[config.mk]
export PLATFORM = sky130hd
export DESIGN_NAME = pd_trace_buffer_flat
export DESIGN_NICKNAME = d
export VERILOG_FILES = /design/src/rtl/pd_trace_pkg.sv /design/src/rtl/pd_trace_buffer_if.sv /design/src/rtl/pd_trace_fifo.sv /design/src/rtl/pd_trace_buffer.sv /design/src/flat_wrapper.sv
export SDC_FILE = /design/constraint.sdc
export NUM_CORES = 2
export LEC_CHECK = 0
export ABC_AREA = 1
export ABC_CLOCK_PERIOD_IN_PS = 7800
export CAP_MARGIN = 30
export CORE_ASPECT_RATIO = 0.6
export CORE_MARGIN = 2
export CORE_UTILIZATION = 54
export CTS_CLUSTER_SIZE = 20
export DETAILED_ROUTE_END_ITERATION = 10
export GPL_ROUTABILITY_DRIVEN = 0
export HOLD_SLACK_MARGIN = 0.05
export PLACE_DENSITY = 0.84
export SLEW_MARGIN = 20
export SYNTH_ARGS = -nofsm -noshare
export SYNTH_HDL_FRONTEND = slang
export SYNTH_SLANG_ARGS = --single-unit
[constraint.sdc]
create_clock -name clk -period 7.8 [get_ports clk]
set_input_delay 1.17 -clock clk [delete_from_list [all_inputs] [get_ports clk]]
set_output_delay 1.17 -clock clk [all_outputs]
set_load 0.02 [all_outputs]
[src/rtl/pd_trace_pkg.sv]
// Shared types and helpers for the pd-series trace buffer: default widths,
// the drained record layout and the saturating drop-counter adder.
package pd_trace_pkg;

    localparam int PD_NUM_CH = 5;
    localparam int PD_XLEN   = 32;
    localparam int PD_DEPTH  = 16;
    localparam int PD_TS_W   = 16;
    localparam int PD_CH_W   = $clog2(PD_NUM_CH);
    localparam int DROP_W    = 16;

    typedef struct packed {
        logic [PD_CH_W-1:0] ch;
        logic [PD_XLEN-1:0] pc;
        logic [PD_XLEN-1:0] data;
        logic [PD_TS_W-1:0] ts;
    } trace_rec_t;

    function automatic logic [DROP_W-1:0] sat_add(input logic [DROP_W-1:0] a,
                                                  input logic [DROP_W-1:0] b);
        logic [DROP_W:0] sum;
        sum = {1'b0, a} + {1'b0, b};
        return sum[DROP_W] ? '1 : sum[DROP_W-1:0];
    endfunction

endpackage

[src/rtl/pd_trace_buffer_if.sv]
// Valid/ready output stream carrying one timestamped trace record per beat.
interface pd_trace_buffer_if #(
    parameter int CH_W = pd_trace_pkg::PD_CH_W,
    parameter int XLEN = pd_trace_pkg::PD_XLEN,
    parameter int TS_W = pd_trace_pkg::PD_TS_W
);
    logic            out_valid;
    logic            out_ready;
    logic [CH_W-1:0] out_ch;
    logic [XLEN-1:0] out_pc;
    logic [XLEN-1:0] out_data;
    logic [TS_W-1:0] out_ts;

    modport master (output out_valid, out_ch, out_pc, out_data, out_ts, input out_ready);
    modport slave  (input out_valid, out_ch, out_pc, out_data, out_ts, output out_ready);
endinterface

[src/rtl/pd_trace_fifo.sv]
// Synchronous FIFO with wrap-bit pointers; head is presented combinationally
// and reads as zero while empty.
module pd_trace_fifo #(
    parameter int DEPTH = 16,
    parameter int W     = 8,
    localparam int AW   = $clog2(DEPTH)
) (
    input  logic          clk,
    input  logic          rst_n,
    input  logic          i_wr_en,
    input  logic [W-1:0]  i_wr_data,
    input  logic          i_rd_en,
    output logic [W-1:0]  o_rd_data,
    output logic          o_full,
    output logic          o_empty,
    output logic [AW:0]   o_level
);
    logic [W-1:0] r_mem [DEPTH];
    logic [AW:0]  r_wr_ptr;
    logic [AW:0]  r_rd_ptr;
    logic         w_wr;
    logic         w_rd;

    assign o_empty   = (r_wr_ptr == r_rd_ptr);
    assign o_full    = (r_wr_ptr[AW] != r_rd_ptr[AW]) && (r_wr_ptr[AW-1:0] == r_rd_ptr[AW-1:0]);
    assign w_rd      = i_rd_en && !o_empty;
    assign w_wr      = i_wr_en && (!o_full || w_rd);
    assign o_level   = r_wr_ptr - r_rd_ptr;
    assign o_rd_data = o_empty ? '0 : r_mem[r_rd_ptr[AW-1:0]];

    // NOTE: sequential state uses non-blocking assignments so every flop samples pre-edge values.
    always_ff @(posedge clk or negedge rst_n) begin
        if (!rst_n) begin
            r_wr_ptr <= '0;
            r_rd_ptr <= '0;
        end else begin
            if (w_wr) r_wr_ptr <= r_wr_ptr + (AW+1)'(1);
            if (w_rd) r_rd_ptr <= r_rd_ptr + (AW+1)'(1);
        end
    end

    // NOTE: storage is not reset; the pointers alone define validity and the head is masked when empty.
    always_ff @(posedge clk) begin
        if (w_wr) r_mem[r_wr_ptr[AW-1:0]] <= i_wr_data;
    end

endmodule

[src/rtl/pd_trace_buffer.sv]
// Multi-channel probe trace buffer: per-channel skid slots, round-robin
// serialisation into a FIFO, valid/ready drain and drop accounting.
module pd_trace_buffer
    import pd_trace_pkg::*;
#(
    parameter int NUM_CH = PD_NUM_CH,
    parameter int XLEN   = PD_XLEN,
    parameter int DEPTH  = PD_DEPTH,
    parameter int TS_W   = PD_TS_W,
    localparam int CH_W  = (NUM_CH > 1) ? $clog2(NUM_CH) : 1,
    localparam int LVL_W = $clog2(DEPTH + 1)
) (
    input  logic                   clk,
    input  logic                   reset,
    input  logic                   i_cap_en,
    input  logic [NUM_CH-1:0]      i_ch_valid,
    input  logic [NUM_CH*XLEN-1:0] i_ch_pc,
    input  logic [NUM_CH*XLEN-1:0] i_ch_data,
    pd_trace_buffer_if.master      m_out,
    output logic [LVL_W-1:0]       o_level,
    output logic [DROP_W-1:0]      o_drop_cnt,
    output logic                   o_overflow
);
    typedef struct packed {
        logic [XLEN-1:0] pc;
        logic [XLEN-1:0] data;
        logic [TS_W-1:0] ts;
    } slot_t;

    localparam int REC_W = CH_W + $bits(slot_t);

    logic [TS_W-1:0]   r_ts;
    logic [NUM_CH-1:0] r_slot_vld;
    slot_t             r_slot [NUM_CH];
    logic [CH_W-1:0]   r_ptr;
    logic [DROP_W-1:0] r_drop_cnt;
    logic              r_overflow;

    logic              w_grant;
    logic [CH_W-1:0]   w_grant_idx;
    logic [NUM_CH-1:0] w_grant_vec;
    logic [NUM_CH-1:0] w_load;
    logic [NUM_CH-1:0] w_drop;
    logic [DROP_W-1:0] w_drop_num;
    logic              w_full;
    logic              w_empty;
    logic              w_pop;
    logic              w_fifo_rdy;
    logic [REC_W-1:0]  w_wr_data;
    logic [REC_W-1:0]  w_head;

    function automatic logic [CH_W-1:0] rr_idx(input logic [CH_W-1:0] ptr, input int step);
        int s;
        s = int'(ptr) + step;
        if (s >= NUM_CH) s = s - NUM_CH;
        return CH_W'(s);
    endfunction

    assign w_pop      = !w_empty && m_out.out_ready;
    assign w_fifo_rdy = !w_full || w_pop;

    // NOTE: every combinational output gets a default first so no path infers a latch.
    always_comb begin
        w_grant     = 1'b0;
        w_grant_idx = '0;
        w_grant_vec = '0;
        for (int k = 1; k <= NUM_CH; k++) begin
            if (w_fifo_rdy && !w_grant && r_slot_vld[rr_idx(r_ptr, k)]) begin
                w_grant     = 1'b1;
                w_grant_idx = rr_idx(r_ptr, k);
            end
        end
        if (w_grant) w_grant_vec[w_grant_idx] = 1'b1;
    end

    // A full slot may reload in the same cycle it hands its record to the FIFO.
    always_comb begin
        w_load     = '0;
        w_drop     = '0;
        w_drop_num = '0;
        for (int i = 0; i < NUM_CH; i++) begin
            if (i_cap_en && i_ch_valid[i]) begin
                if (!r_slot_vld[i] || w_grant_vec[i]) w_load[i] = 1'b1;
                else                                  w_drop[i] = 1'b1;
            end
            w_drop_num = w_drop_num + DROP_W'(w_drop[i]);
        end
    end

    always_ff @(posedge clk or negedge reset) begin
        if (!reset) begin
            r_ts       <= '0;
            r_slot_vld <= '0;
            r_ptr      <= CH_W'(NUM_CH - 1);
            r_drop_cnt <= '0;
            r_overflow <= 1'b0;
        end else begin
            r_ts       <= r_ts + TS_W'(1);
            r_slot_vld <= (r_slot_vld & ~w_grant_vec) | w_load;
            if (w_grant) r_ptr <= w_grant_idx;
            r_drop_cnt <= sat_add(r_drop_cnt, w_drop_num);
            if (|w_drop) r_overflow <= 1'b1;
        end
    end

    always_ff @(posedge clk) begin
        for (int i = 0; i < NUM_CH; i++) begin
            if (w_load[i]) begin
                r_slot[i] <= '{pc:   i_ch_pc[i*XLEN +: XLEN],
                               data: i_ch_data[i*XLEN +: XLEN],
                               ts:   r_ts};
            end
        end
    end

    assign w_wr_data = {w_grant_idx, r_slot[w_grant_idx]};

    pd_trace_fifo #(
        .DEPTH (DEPTH),
        .W     (REC_W)
    ) u_fifo (
        .clk       (clk),
        .rst_n     (reset),
        .i_wr_en   (w_grant),
        .i_wr_data (w_wr_data),
        .i_rd_en   (w_pop),
        .o_rd_data (w_head),
        .o_full    (w_full),
        .o_empty   (w_empty),
        .o_level   (o_level)
    );

    assign m_out.out_valid = !w_empty;
    assign {m_out.out_ch, m_out.out_pc, m_out.out_data, m_out.out_ts} = w_head;
    assign o_drop_cnt      = r_drop_cnt;
    assign o_overflow      = r_overflow;

endmodule

[src/flat_wrapper.sv]
// flat-port wrapper written by rule: the top's interface ports become plain ports
module pd_trace_buffer_flat import pd_trace_pkg::*;
#(
    parameter int NUM_CH = PD_NUM_CH,
    parameter int XLEN   = PD_XLEN,
    parameter int DEPTH  = PD_DEPTH,
    parameter int TS_W   = PD_TS_W,
    localparam int CH_W  = (NUM_CH > 1) ? $clog2(NUM_CH) : 1,
    localparam int LVL_W = $clog2(DEPTH + 1)
)
  (clk, reset, i_cap_en, i_ch_valid, i_ch_pc, i_ch_data, o_level, o_drop_cnt, o_overflow, m_out_out_valid, m_out_out_ch, m_out_out_pc, m_out_out_data, m_out_out_ts, m_out_out_ready);
  pd_trace_buffer_if #(.CH_W((3)), .XLEN(XLEN), .TS_W(TS_W)) m_out_i ();
  input  logic clk;
  input  logic reset;
  input  logic i_cap_en;
  input  logic [NUM_CH-1:0] i_ch_valid;
  input  logic [NUM_CH*XLEN-1:0] i_ch_pc;
  input  logic [NUM_CH*XLEN-1:0] i_ch_data;
  output logic [LVL_W-1:0] o_level;
  output logic [DROP_W-1:0] o_drop_cnt;
  output logic o_overflow;
  output wire logic [$bits(m_out_i.out_valid)-1:0] m_out_out_valid;
  output wire logic [$bits(m_out_i.out_ch)-1:0] m_out_out_ch;
  output wire logic [$bits(m_out_i.out_pc)-1:0] m_out_out_pc;
  output wire logic [$bits(m_out_i.out_data)-1:0] m_out_out_data;
  output wire logic [$bits(m_out_i.out_ts)-1:0] m_out_out_ts;
  input wire logic [$bits(m_out_i.out_ready)-1:0] m_out_out_ready;
  assign m_out_out_valid = m_out_i.out_valid;
  assign m_out_out_ch = m_out_i.out_ch;
  assign m_out_out_pc = m_out_i.out_pc;
  assign m_out_out_data = m_out_i.out_data;
  assign m_out_out_ts = m_out_i.out_ts;
  assign m_out_i.out_ready = m_out_out_ready;
  pd_trace_buffer #(.NUM_CH(NUM_CH), .XLEN(XLEN), .DEPTH(DEPTH), .TS_W(TS_W)) u_core (.clk(clk), .reset(reset), .i_cap_en(i_cap_en), .i_ch_valid(i_ch_valid), .i_ch_pc(i_ch_pc), .i_ch_data(i_ch_data), .m_out(m_out_i), .o_level(o_level), .o_drop_cnt(o_drop_cnt), .o_overflow(o_overflow));
endmodule
# [Yosys cells after proc, flatten, opt, wreduce, memory -nomap -nowiden]
# Memories as Yosys holds them, arrays and structs flattened.
# Cells that the tools add are included.
# W data, S select, Z words.
[totals] ff_bits=51 latchBits=0 ramBits=1728 rom_bits=0 inputBits=329 wordCells=146 n_memories=2
[mem_list] name="u_core.u_fifo.r_mem" words=16 word_bits=83 read_ports=1 rd_ports_with_merged_regs=0 write_ports=1 line="pd_trace_fifo.sv:18" rtl="logic [W-1:0] r_mem [DEPTH];"
[mem_list] name="u_core.r_slot" words=5 word_bits=80 read_ports=1 rd_ports_with_merged_regs=0 write_ports=5 line="pd_trace_buffer.sv:34" rtl="slot_t r_slot [NUM_CH];"
[op_classes] add_sub_neg=19 mul=0 div=0 magnitude_cmp=12 n_eq_ne=3 shift=0 muxes=62 bitwise=3 n_reduce_logical=38
[ops] op="$mux W83" count=1
[ops] op="$add A16 B1 Y16" count=3
[ops] op="$mux W1" count=43
[ops] op="$mux W3" count=10
[ops] op="$lt A3 B4 Y1 const B" count=6
[ops] op="$ge A4 B3 Y1 const B" count=5
[ops] op="$logic_and A1 B1 Y1" count=19
[ops] op="$add A16 B16 Y17" count=1
[ops] op="$add A16 B1 Y16 const B" count=1
[ops] op="$mux W16" count=1
[ops] op="$bmux W1 S3" count=5
[ops] op="$sub A3 B3 Y3 const B" count=5
[ops] op="$logic_not A1 Y1" count=11
[ops] op="$add A5 B1 Y5 const B" count=2
[ops] op="$add A3 B2 Y4 const B" count=2
[ops] op="$add A3 B3 Y4 const B" count=2
[ops] op="$logic_or A1 B1 Y1" count=7
[ops] op="$and A5 B5 Y5" count=1
[ops] op="$eq A5 B5 Y1" count=1
[ops] op="$mux W5" count=1
[ops] op="$not A5 Y5" count=1
[ops] op="$or A5 B5 Y5" count=1
[ops] op="$reduce_or A5 Y1" count=1
[ops] op="$sub A5 B5 Y5" count=1
[ops] op="other kinds (6)" count=6

# [Logic depth before layout (Yosys ltp)]
[logic_depth] depth_word=37 mapped_depth=39

# [By module]
# From an unflattened synthesis, not the netlist that was laid out.
[hier_totals] cells_unflattened=6947 area_unflattened_um2=76662.3
[modules_own_cells] module="pd_trace_fifo" n_inst=1 cells_per_inst=5610 area_per_inst_um2=57776.7 seq_area_each_um2=40128.5
[modules_own_cells] module="pd_trace_buffer" n_inst=1 cells_per_inst=1337 area_per_inst_um2=18885.6 seq_area_each_um2=13038.8

# [Least setup slack after synthesis]
# OpenSTA, ideal clock, no wires.
[synth_path] kind="flip-flop to flip-flop" from="register u_core.u_fifo.r_rd_ptr[1]" to="memory u_core.r_slot[0][0] (netlist bit), enable pin" setup_ns=0.545 t_arrival_ns=6.845 required_ns=7.255 path_slack_ns=0.410 path_stages_with_launch=18 synth_period_minus_slack_ns=7.390 path_cell_list="dfrtp_1 clkbuf_1 inv_2 clkbuf_1 clkbuf_1 ha_1 nand4_1 nor3_1 inv_1 nand3_1 nor2_1 a21oi_1 nand2_1 nor2_2 nand2_2 nor2_4 nand2_1 a21oi_1"
[synth_lines] item="start: declaration" line="pd_trace_fifo.sv:20" rtl="logic [AW:0] r_rd_ptr;"
[synth_lines] item="start signal: assignment" line="pd_trace_fifo.sv:38" rtl="if (w_rd) r_rd_ptr <= r_rd_ptr + (AW+1)'(1);"
[synth_lines] item="end: declaration" line="pd_trace_buffer.sv:34"

# [Final worst setup path]
[layout_path] from="register u_core.u_fifo.r_rd_ptr[0]" to="register u_core.r_drop_cnt[14], in the netlist u_core.o_drop_cnt[14]"
[layout_via] elab_chain_cells=36 elab_cells_between_ends=57 classes_between="5 x add/sub; 2 x order compare; 2 x eq/ne; 24 x mux; 24 x reduce/logical"
[layout_lines] item="$eq A5 B5 Y1 / $eq A4 B4 Y1 (equally long branches)" line="pd_trace_fifo.sv:24, pd_trace_fifo.sv:25"
[layout_lines] item="$logic_not A1 Y1 / $logic_and A1 B1 Y1 (equally long branches)" line="pd_trace_buffer.sv:59, pd_trace_fifo.sv:25"
[layout_lines] item="$logic_and A1 B1 Y1 / $logic_not A1 Y1 (equally long branches)" line="pd_trace_buffer.sv:59, pd_trace_buffer.sv:60"
[layout_lines] item="$logic_or A1 B1 Y1 *" line="pd_trace_buffer.sv:60" rtl="assign w_fifo_rdy = !w_full || w_pop;"
[layout_lines] item="$logic_and A1 B1 Y1" line="pd_trace_buffer.sv:68" rtl="if (w_fifo_rdy && !w_grant && r_slot_vld[rr_idx(r_ptr, k)]) begin"
[layout_lines] item="$mux W1" line="pd_trace_buffer.sv:68"
[layout_lines] item="$logic_not A1 Y1" line="pd_trace_buffer.sv:68"
[layout_lines] item="$logic_and A1 B1 Y1 (2 in a row)" line="pd_trace_buffer.sv:68"
[layout_lines] item="(+18 left out)"
[layout_lines] item="$logic_or A1 B1 Y1" line="pd_trace_buffer.sv:83" rtl="if (!r_slot_vld[i] || w_grant_vec[i]) w_load[i] = 1'b1;"
[layout_lines] item="$mux W1" line="pd_trace_buffer.sv:83"
[layout_lines] item="$mux W1" line="pd_trace_buffer.sv:82" rtl="if (i_cap_en && i_ch_valid[i]) begin"
[layout_lines] item="$add A1 B1 Y2" line="pd_trace_buffer.sv:86" rtl="w_drop_num = w_drop_num + DROP_W'(w_drop[i]);"
[layout_lines] item="$add A16 B1 Y16 (2 in a row)" line="pd_trace_buffer.sv:86"
[layout_lines] item="$add A16 B1 Y16 *" line="pd_trace_buffer.sv:86"
[layout_lines] item="$add A16 B16 Y17 *" line="pd_trace_pkg.sv:22" rtl="sum = {1'b0, a} + {1'b0, b};"
[layout_lines] item="$mux W16 *" line="pd_trace_pkg.sv:23" rtl="return sum[DROP_W] ? '1 : sum[DROP_W-1:0];"
[layout_lines] item="end signal: assignment" line="pd_trace_buffer.sv:101" rtl="r_drop_cnt <= sat_add(r_drop_cnt, w_drop_num);"
[layout_lines] item="end: declaration" line="pd_trace_buffer.sv:36" rtl="logic [DROP_W-1:0] r_drop_cnt;"
# Mark *: on every way between the ends. The rest lies on a longest branch, timed or not.
# A chain may end at the register's enable or synchronous reset.

==> results.toml <==
[run_status]
outcome = "finished with violations"
violations = "design-rule violations"

[critical_path]
rrSetupSlack_ps = 510
critPathLaunch = "u_core.u_fifo.r_rd_ptr[0]"
slowest_stage = "nor3_1"
r2r-start = "u_core.u_fifo.r_rd_ptr[0]"
crit_path_end_kind = "flip-flop"
arrival_ps = 7910
cp-start-kind = "flip-flop"
critPathKind = "reg -> reg"
critPathBufInv = 5
cp.required_ps = 8420
critical_path.max_fanout = 43
slowest_delay_ps = 810
crit_family = "simple AND/OR/NAND/NOR gates"

[synthesis]
synth_flop_cell = "edfxtp_1"
synth-edff-count = 1728
syn-num-nets = 5823
yosysSeqAreaShare = 0.7512
synthCells = 5463
yosys_register_bits = 1779
mappedNetlistArea_sq_mm = 0.07078
syn_area_per_cell_sq_um = 12.96
ys_types = 39
async_flop_share = 0.02867
yosysWarningCount = 0

[clocking]
htreeDepth = 4
numCtsBuffers = 147
clkSinkCount = 1779
clockBufferDepth = 3
clock_latency_ps = 780
path_clk_slew_ps = 70
post_cts_buffers = 0
root_buffer = "clkbuf_16"
cts_tree = "done"

[timing]
setup_viol = 0
max_freq_ghz = 0.1372
rsz0062_at_grt = "no"
period_minus_slack_ps = 7288
slew_violations = 0
min_period_over_period = 0.9343
setup-tns-final_ps = 0
worstMarginPinSlew_ps = 1376
max-slew-margin-rel = 0.08261
skew_ps = 33.60
hold_viol = 0

[floorplanning]
die-width_microns = 471.4
design.core.area_sq_mm = 0.1295
start_util = 0.5464
die_h_microns = 284.4
floorplan.die_area_sq_mm = 0.1341
num_rows = 102
io_pins = 435

[routing]
drtIter0Drc = 7157
viasPerCell = 6.246
ant_nets = 0
wl_per_cell_microns = 24.92
finalWirelength_microns = 190200
drc_errors = 2
dr.pass1.iters = 10
via_count = 47660

[run]
cap_violations = 0

[placed_design]
dp_hpwl_microns = 102500
dp.cells = 7356
port_buffers = 434

[grt]
antenna_found_initial = 4
first_global_vias = 46530
grt.total_usage = 0.2782
grt_pass1_wl_microns = 282400
grt_max_degree = 253
overflow = 0

[layout]
nNetsFinal = 6152
nFillCells = 8871
multiInputGateArea_sq_mm = 0.01525
drive_gt1_frac = 0.06138
area_growth_syn_to_layout_pct = 15.63
seqCellArea_sq_mm = 0.05318
fin_cells = 7631

[hold_path]
hp-start = "u_core.u_fifo.r_rd_ptr[4]"
hp-class = "reg -> reg"
==> registers in the layout, summed over array words and instances (netlist names) <==
| name | flops |
|---|---|
| u_core.u_fifo.r_mem | 1328 |
| u_core.r_slot | 400 |
| u_core.o_drop_cnt | 16 |
| u_core.r_ts | 16 |
| u_core.r_slot_vld | 5 |
| u_core.u_fifo.r_rd_ptr | 5 |
| u_core.u_fifo.r_wr_ptr | 5 |
| u_core.r_ptr | 3 |
| u_core.o_overflow | 1 |
==> placed cells by master (no fill, tap or decap), types with 6 or more instances in the layout <==
cell type and instances:
bufinv_16 13, clkinv_2 28, nor2_1 696, xnor2_1 6
o221ai_1 130, nand3_1 350, nor2_4 20, clkbuf_1 24
inv_1 311, a31oi_1 84, clkinvlp_4 7, o22ai_1 202
dfrtp_1 46, a21oi_1 10, buf_12 13, buf_4 75
nand2_1 614, nand3b_1 82, ha_1 26, clkdlybuf4s50_1 433
o211ai_1 37, xor2_1 26, o21ai_0 674, nand4_1 17
nor3_1 7, edfxtp_1 1728, inv_6 10, clkinv_1 31
clkbuf_16 150
==> area by class of cell <==
cell class / count / area share
Inverter: 322 / 0.01504
Antenna cell: 1 / 0.00003058
Timing Repair Buffer: 526 / 0.06443
Clock buffer: 176 / 0.04731
Tap cell: 1716 / 0.02624
Clock inverter: 95 / 0.01076
Multi-Input combinational cell: 3016 / 0.1863
Sequential cell: 1779 / 0.6498
==> worst reg2reg max path: cells and delay by family (launching register included) <==
| kind | cells | cell delay [ps] |
|---|---|---|
| DFF | 1 | 690 |
| AOI/OAI and AO/OA | 1 | 340 |
| buffers and inverters | 5 | 570 |
| and+or+nand+nor | 14 | 3010 |
| xor gates and xnor gates | 1 | 190 |
| adders and majority gates | 6 | 2320 |
==> path summary, 6_finish.rpt <==
| check | cells after the start | endpoint |
|---|---|---|
| worst min register to register | 1 | u_core.u_fifo.r_rd_ptr[4] |
| worst max-delay path | 27 | u_core.o_drop_cnt[14] |
| worst max register to register | 27 | u_core.o_drop_cnt[14] |
| min in group asynchronous | 2 | u_core.o_drop_cnt[12] |
| worst min-delay path | 1 | u_core.u_fifo.r_rd_ptr[4] |
| max in group asynchronous | 2 | u_core.u_fifo.r_rd_ptr[1] |
==> cells in the mapped netlist (all sizes together), types with 6 or more instances <==
library cell | count | area, sq um
a21oi | 15 | 78.83
a31oi | 84 | 525.5
buf | 56 | 266.5
clkbuf | 290 | 1089
dfrtp | 50 | 1251
edfxtp | 1728 | 51890
ha | 26 | 325.3
inv | 322 | 1209
nand2 | 620 | 2337
nand3 | 351 | 1762
nand3b | 82 | 615.6
nand4 | 17 | 106.4
nor2 | 717 | 2711
nor3 | 7 | 35.03
o211ai | 37 | 277.8
o21ai | 677 | 3388
o221ai | 130 | 1139
o22ai | 202 | 1264
xnor2 | 6 | 52.55
xor2 | 26 | 227.7
==> per-layer routing <==
metal | track usage | up-vias | share of wire
li1 | - | 20580 | -
met1 | 0.3735 | 23020 | 0.37
met2 | 0.4478 | 3547 | 0.47
met3 | 0.05664 | 516 | 0.12
met4 | 0.1135 | 4 | 0.039
met5 | 0 | - | 0.00031
==> repair_timing <==
item	CTS	global route
resized for setup	0	1
setup endpoints to repair	0	2
hold buffers	0	0
==> logic make-up (layout without fill, tap and decap cells) <==
group,count (synthesis),in the layout,synth area share
buf+inv,668,1119,0.03622
other cells,0,1,0
flops,1779,1779,0.7512
xor+xnor,32,32,0.003960
compound gates,1150,1150,0.09483
fa+ha+maj,31,31,0.006011
simple gates,1803,1803,0.1078
==> through the flow <==
stage | area, sq um | hold slack (ps) | setup slack [ps] | utilization
finish | 81830 | 505.2 | 512.2 | 0.6317
global route | 81830 | 520.9 | 81.04 | 0.6317
CTS | 81760 | 501.5 | 612.3 | 0.6312
detailed placement | 77010 | 489.0 | 573.9 | 0.5945
global placement | 76930 | 478.9 | 886.9 | 0.5939
floorplan | 70780 | 461.9 | 410.0 | -
Power is not shown: default switching activity piles up to over one toggle a cycle in this logic, so the estimate is an artifact.
